**config.mk**
```make
export PLATFORM = sky130hd
export DESIGN_NAME = emissor_instrucoes_flat
export DESIGN_NICKNAME = d
export VERILOG_FILES = /design/src/rtl/emissor_instrucoes_pkg.sv /design/src/rtl/emissor_instrucoes_if.sv /design/src/rtl/emissor_instrucoes_fifo.sv /design/src/rtl/emissor_instrucoes.sv /design/src/flat_wrapper.sv
export SDC_FILE = /design/constraint.sdc
export NUM_CORES = 1
export LEC_CHECK = 0
export CORE_MARGIN = 4
export CORE_UTILIZATION = 45
export CTS_CLUSTER_SIZE = 20
export DETAILED_ROUTE_END_ITERATION = 6
export GPL_ROUTABILITY_DRIVEN = 1
export PLACE_DENSITY = 0.66
export SLEW_MARGIN = 10
export SYNTH_ARGS = -nofsm -noshare
export SYNTH_HDL_FRONTEND = slang
export SYNTH_SLANG_ARGS = --single-unit
```
**constraint.sdc**
```tcl
create_clock -name clk -period 3.5 [get_ports clk]
set_input_delay 0.525 -clock clk [delete_from_list [all_inputs] [get_ports clk]]
set_output_delay 0.525 -clock clk [all_outputs]
set_load 0.005 [all_outputs]
```
**src/rtl/emissor_instrucoes_pkg.sv**
```systemverilog
// Shared definitions for the matrix coprocessor instruction path.
// Holds the instruction width, the field positions and the issue FSM states.
package pkg_coprocessador;

  localparam int LARG_INSTR = 28;

  // Instruction field positions: opcode | linha | coluna | dado | id_matriz
  localparam int OPCODE_MSB = 27;
  localparam int OPCODE_LSB = 24;
  localparam int LINHA_MSB  = 23;
  localparam int LINHA_LSB  = 21;
  localparam int COLUNA_MSB = 20;
  localparam int COLUNA_LSB = 18;
  localparam int DADO_MSB   = 17;
  localparam int DADO_LSB   = 2;
  localparam int ID_MSB     = 1;
  localparam int ID_LSB     = 0;

  typedef logic [LARG_INSTR-1:0] instr_t;

  typedef enum logic {
    OCIOSO = 1'b0,
    ESPERA = 1'b1
  } estado_emissor_t;

endpackage

```
**src/rtl/emissor_instrucoes_if.sv**
```systemverilog
// Bundle between the host, the issue stage and the coprocessor.
// master = host/bench side, slave = the issue stage itself.
interface emissor_instrucoes_if #(
  parameter int PROF = 8
);
  import pkg_coprocessador::*;

  instr_t               instr_in;
  logic                 instr_valid;
  logic                 instr_ready;
  logic                 limpar;
  instr_t               instrucao;
  logic                 start_instr;
  logic [$clog2(PROF):0] nivel;
  logic                 ocioso;
  logic                 erro_overflow;

  modport master (
    output instr_in, instr_valid, limpar,
    input  instr_ready, instrucao, start_instr, nivel, ocioso, erro_overflow
  );

  modport slave (
    input  instr_in, instr_valid, limpar,
    output instr_ready, instrucao, start_instr, nivel, ocioso, erro_overflow
  );

endinterface

```
**src/rtl/emissor_instrucoes_fifo.sv**
```systemverilog
// Circular instruction buffer. Pointers wrap naturally because PROF is a
// power of two; nivel carries one extra bit so it can represent "full".
module fifo_instrucoes #(
  parameter int PROF = 8,
  parameter int LARG = 28
) (
  input  logic                  clk,
  input  logic                  reset,
  input  logic                  limpar,
  input  logic                  push,
  input  logic                  pop,
  input  logic [LARG-1:0]       dados_in,
  output logic [LARG-1:0]       dados_out,
  output logic [$clog2(PROF):0] nivel,
  output logic                  cheio,
  output logic                  vazio
);
  localparam int PW = $clog2(PROF);
  localparam logic [PW:0] NIVEL_CHEIO = (PW+1)'(PROF);

  logic [LARG-1:0] mem [PROF];
  logic [PW-1:0]   ptr_esc;
  logic [PW-1:0]   ptr_leit;
  logic            push_ef;
  logic            pop_ef;

  assign cheio     = (nivel == NIVEL_CHEIO);
  assign vazio     = (nivel == '0);
  assign push_ef   = push && !cheio && !limpar;
  assign pop_ef    = pop && !vazio && !limpar;
  assign dados_out = mem[ptr_leit];

  // Pointers and occupancy; a flush wins over any push or pop on the same edge
  always_ff @(posedge clk or posedge reset) begin
    if (reset) begin
      ptr_esc  <= '0;
      ptr_leit <= '0;
      nivel    <= '0;
    end else if (limpar) begin
      ptr_esc  <= '0;
      ptr_leit <= '0;
      nivel    <= '0;
    end else begin
      if (push_ef) ptr_esc <= ptr_esc + 1'b1;
      if (pop_ef) ptr_leit <= ptr_leit + 1'b1;
      if (push_ef && !pop_ef) nivel <= nivel + 1'b1;
      else if (!push_ef && pop_ef) nivel <= nivel - 1'b1;
    end
  end

  // Storage array, written only on an accepted push (no reset needed)
  always_ff @(posedge clk) begin
    if (push_ef) mem[ptr_esc] <= dados_in;
  end

endmodule

```
**src/rtl/emissor_instrucoes.sv**
```systemverilog
// Instruction issue stage: buffers host instructions and issues them one at
// a time with a start pulse, keeping a fixed minimum spacing because the
// coprocessor gives no completion feedback.
module emissor_instrucoes
  import pkg_coprocessador::*;
#(
  parameter int PROF      = 8,
  parameter int INTERVALO = 4
) (
  input logic                 clk,
  input logic                 reset,
  emissor_instrucoes_if.slave bus
);
  localparam int CW = $clog2(INTERVALO) + 1;
  localparam logic [CW-1:0] CNT_CARGA = CW'(INTERVALO - 1);
  localparam logic [CW-1:0] CNT_FIM   = CW'(1);

  estado_emissor_t       estado;
  estado_emissor_t       estado_prox;
  logic [CW-1:0]         cnt;
  logic [CW-1:0]         cnt_prox;
  logic                  pop;
  logic                  start_prox;
  logic                  cheio;
  logic                  vazio;
  logic [$clog2(PROF):0] nivel;
  instr_t                cabeca;
  instr_t                instrucao_q;
  logic                  start_q;
  logic                  overflow_q;

  fifo_instrucoes #(
    .PROF(PROF),
    .LARG(LARG_INSTR)
  ) u_fifo (
    .clk      (clk),
    .reset    (reset),
    .limpar   (bus.limpar),
    .push     (bus.instr_valid),
    .pop      (pop),
    .dados_in (bus.instr_in),
    .dados_out(cabeca),
    .nivel    (nivel),
    .cheio    (cheio),
    .vazio    (vazio)
  );

  // Next-state logic: issue from OCIOSO when data is waiting, then count down the spacing window
  always_comb begin
    estado_prox = estado;
    cnt_prox    = cnt;
    pop         = 1'b0;
    start_prox  = 1'b0;
    if (bus.limpar) begin
      estado_prox = OCIOSO;
      cnt_prox    = '0;
    end else begin
      unique case (estado)
        OCIOSO: begin
          if (!vazio) begin
            pop         = 1'b1;
            start_prox  = 1'b1;
            cnt_prox    = CNT_CARGA;
            estado_prox = ESPERA;
          end
        end
        ESPERA: begin
          cnt_prox = cnt - 1'b1;
          if (cnt == CNT_FIM) estado_prox = OCIOSO;
        end
        default: estado_prox = OCIOSO;
      endcase
    end
  end

  // State, spacing counter and registered issue outputs; instrucao only moves on an issue
  always_ff @(posedge clk or posedge reset) begin
    if (reset) begin
      estado      <= OCIOSO;
      cnt         <= '0;
      start_q     <= 1'b0;
      instrucao_q <= '0;
    end else begin
      estado  <= estado_prox;
      cnt     <= cnt_prox;
      start_q <= start_prox;
      if (pop) instrucao_q <= cabeca;
    end
  end

  // Sticky overflow flag; a push offered together with a flush is not an overflow
  always_ff @(posedge clk or posedge reset) begin
    if (reset) begin
      overflow_q <= 1'b0;
    end else if (bus.limpar) begin
      overflow_q <= 1'b0;
    end else if (bus.instr_valid && cheio) begin
      overflow_q <= 1'b1;
    end
  end

  assign bus.instr_ready   = !cheio;
  assign bus.nivel         = nivel;
  assign bus.ocioso        = vazio && (estado == OCIOSO);
  assign bus.instrucao     = instrucao_q;
  assign bus.start_instr   = start_q;
  assign bus.erro_overflow = overflow_q;

endmodule

```
**src/flat_wrapper.sv**
```systemverilog
// flat-port wrapper written by rule: the top's interface ports become plain ports
module emissor_instrucoes_flat import pkg_coprocessador::*;
#(
  parameter int PROF      = 8,
  parameter int INTERVALO = 4
)
  (clk, reset, bus_instr_in, bus_instr_valid, bus_limpar, bus_instr_ready, bus_instrucao, bus_start_instr, bus_nivel, bus_ocioso, bus_erro_overflow);
  emissor_instrucoes_if #(.PROF(PROF)) bus_i ();
  input logic clk;
  input logic reset;
  input wire logic [$bits(bus_i.instr_in)-1:0] bus_instr_in;
  input wire logic [$bits(bus_i.instr_valid)-1:0] bus_instr_valid;
  input wire logic [$bits(bus_i.limpar)-1:0] bus_limpar;
  output wire logic [$bits(bus_i.instr_ready)-1:0] bus_instr_ready;
  output wire logic [$bits(bus_i.instrucao)-1:0] bus_instrucao;
  output wire logic [$bits(bus_i.start_instr)-1:0] bus_start_instr;
  output wire logic [$bits(bus_i.nivel)-1:0] bus_nivel;
  output wire logic [$bits(bus_i.ocioso)-1:0] bus_ocioso;
  output wire logic [$bits(bus_i.erro_overflow)-1:0] bus_erro_overflow;
  assign bus_i.instr_in = bus_instr_in;
  assign bus_i.instr_valid = bus_instr_valid;
  assign bus_i.limpar = bus_limpar;
  assign bus_instr_ready = bus_i.instr_ready;
  assign bus_instrucao = bus_i.instrucao;
  assign bus_start_instr = bus_i.start_instr;
  assign bus_nivel = bus_i.nivel;
  assign bus_ocioso = bus_i.ocioso;
  assign bus_erro_overflow = bus_i.erro_overflow;
  emissor_instrucoes #(.PROF(PROF), .INTERVALO(INTERVALO)) u_core (.clk(clk), .reset(reset), .bus(bus_i));
endmodule
```
==> reports/qor.csv, run 1 <==
stage,metric,value,unit
run_status,status,completed,
setup_path,path_cells,or3_1 -> nor3_1 -> clkdlybuf4s50_1,
power,peakVddDrop,423,uV
logic_synthesis,synth-edff-count,224,
grt,grt_pass1_wl,33.4,mm
place,routabilityCongestion,0.787,
place,place_ws,657,ps
final_layout,final_cell_area,0.0125,mm^2
place,port_buffers,67,
clock_tree,clock_latency,540,ps
routing,detail_route.vias_per_cell,5.36,
logic_synthesis,yosysTopAreaCell,edfxtp_1,
grt,grt.total_usage,16.2,%
worst_hold_path,hp-class,in2async,
routing,drt_iter0_drc,350,
logic_synthesis,async_flop_share,16.4,%
setup_path,critPathMaxFanout,7,
grt,overflow,0,
floorplan,die_area,0.0259,mm^2
grt,grt_pass1_vias,5950,
sta,slew_headroom,50.6,%
routing,drt-pass1-iter-count,5,
floorplan,coreArea,0.0228,mm^2
routing,ant_nets,0,
logic_synthesis,synth_seq_cells,268,
sta,setup_ws,519,ps
power,total_power,8.59,mW
setup_path,arrival,2460,ps
floorplan,die_width,161,um
routing,drc_errors,0,
clock_tree,cts_max_level,1,
grt,grt_max_degree,51,
sta,period_needed,2980,ps
run,drv_cap,0,
sta,clock_skew,24.3,ps
logic_synthesis,post-synth-top-count-cell,edfxtp_1,
clock_tree,cts_hold_buf,0,
logic_synthesis,yosysSeqAreaShare,74.4,%
final_layout,nets,770,
routing,vias,5710,
setup_path,slowest_delay,610,ps
place,dp_cells,1015,
sta,max_clock_freq,336,MHz
floorplan,die-height,161,um
place,place_area,0.0117,mm^2
logic_synthesis,yosysWarnings,0,
floorplan,pin_count,68,
floorplan,rows,55,
final_layout,ff_latch_area,0.00783,mm^2
final_layout,multiInputGateArea,0.00248,mm^2
power,p_leak,4.32,nW
setup_path,crit_family,simple AND/OR/NAND/NOR gates,
setup_path,cp_num_buf_inv,1,
floorplan,start_util,46.0,%
final_layout,layout-drive-gt1-share,10.1,%
sta,fin_crit_sh,85.2,%
logic_synthesis,synthTopCellsByArea,"edfxtp_1 (64%), mux2i_1 (11%), dfrtp_1 (10%)",
logic_synthesis,yosysTopAreaCellShare,63.9,%
final_layout,nFillCells,1837,
clock_tree,cts_made_buffers,27,
logic_synthesis,synth_nets,687,
logic_synthesis,syn_inst,648,
sta,rsz0062_at_grt,no,
routing,wire_per_inst,19.6,um
grt,antenna_found_initial,0,
logic_synthesis,synth_area_per_cell,16.2,um^2
logic_synthesis,synth.distinct_cells,37,
setup_path,worst_setup_path_start_kind,flip-flop,
sta,setup_tns,0,ps
clock_tree,path_clk_slew,60,ps
logic_synthesis,synth.top_cells.by_count,"edfxtp_1 (224), mux2i_1 (114), a22oi_1 (57), dfrtp_1 (44), inv_1 (35)",
sta,hold_viol_final,0,
sta,maxSlewViolCount,0,
clock_tree,post_cts_buffers,0,
final_layout,syn_to_final_growth,19.3,%
setup_path,end_kind,output pin,
sta,setup_violations,0,
final_layout,final_util,54.9,%
clock_tree,cts.sinks,268,
clock_tree,tritoncts,done,
setup_path,cp.required,2970,ps
logic_synthesis,synth_ff_type,edfxtp_1,
routing,wl,20.9,mm
final_layout,antenna_cells,0,
clock_tree,cts_resized,0,
sta,worst_pin_slew,738,ps
place,dp_hpwl,12.8,mm
logic_synthesis,netlist_area,0.0105,mm^2
setup_path,crit_path_top_delay_cell,clkdlybuf4s50_1,
clock_tree,root_buffer,clkbuf_16,
setup_path,crit_type,reg2out,
power,p_per_area,684,mW/mm^2
final_layout,fin_cells,1065,
sta,fin_hold_ws,433,ps
clock_tree,cts_buffer_depth,3,
-- where the power goes --
group	switching, mW	internal, mW
sequential	0.203	3.75
clock	1.14	1.50
combinational	1.03	0.965
total	2.37	6.21
-- worst reg2reg max path: cells and delay by family (launching register included) --
family	cells	cell delay, ps
DFF	1	450
adders and majority gates	1	340
AOI/OAI and AO/OA	3	580
and+or+nand+nor	4	1270
-- metal layers --
| metal | track usage, % | part of all wire (%) | vias to the layer above |
|---|---|---|---|
| met5 | 0 | 0 | - |
| met4 | 4.15 | 1.6 | 0 |
| met3 | 2.36 | 5.2 | 30 |
| met2 | 28.3 | 51 | 154 |
| met1 | 21.4 | 43 | 2882 |
| li1 | - | - | 2644 |
-- worst paths after layout --
path	startpoint	endpoint	slack, ps	cells past startpoint
hold reg to reg	u_core.bus.erro_overflow	u_core.bus.erro_overflow	510	2
hold / removal	reset	u_core.bus.instrucao[24]	430	2
setup reg to reg	u_core.u_fifo.nivel[1]	u_core.u_fifo.nivel[3]	770	8
min in group clk	u_core.bus.erro_overflow	u_core.bus.erro_overflow	510	2
max in group asynchronous	reset	u_core.bus.instrucao[11]	2430	3
setup / recovery	u_core.u_fifo.nivel[1]	bus_ocioso	520	3
-- cell type report --
| type | instances | area share [%] |
|---|---|---|
| timing repair buffer | 89 | 7.26 |
| tap | 313 | 3.12 |
| multi-input combinational | 310 | 19.7 |
| sequential | 268 | 62.4 |
| clock buffer | 36 | 5.65 |
| inverter | 35 | 1.05 |
| clock inverter | 14 | 0.758 |
-- state kept, by name, indices dropped and copies added (netlist names) --
signal,cells
u_core.estado,1
u_core.u_fifo.ptr_esc,3
u_core.bus.start_instr,1
u_core.u_fifo.mem,224
u_core.u_fifo.nivel,4
u_core.cnt,3
u_core.u_fifo.ptr_leit,3
u_core.bus.instrucao,28
u_core.bus.erro_overflow,1
-- cells in the final DEF, fill, tap and decap left out, drive strengths merged, types with 29 or more instances in the layout --
cell             n
o21ai           29
mux2i          114
clkbuf          36
dfrtp           44
inv             36
nand3           31
a22oi           57
edfxtp         224
clkdlybuf4s50   67
-- cells by family after synthesis --
group	after synthesis	synth area share, %
flip-flops	268	74.4
AO/OA/AOI/OAI	98	6.33
buffers and inverters	70	2.74
AND/OR/NAND/NOR	82	3.95
multiplexers	117	11.2
XOR/XNOR	6	0.500
adder cells (fa/ha/maj)	7	0.904
Power figures use the tool's default switching activity.
==> run 2, diff against run 1 <==
Settings changed: SETUP_SLACK_MARGIN set to 0.05.
==> results of run 2 <==
No change in the layout: final DEF, timing and power equal those of run 1.
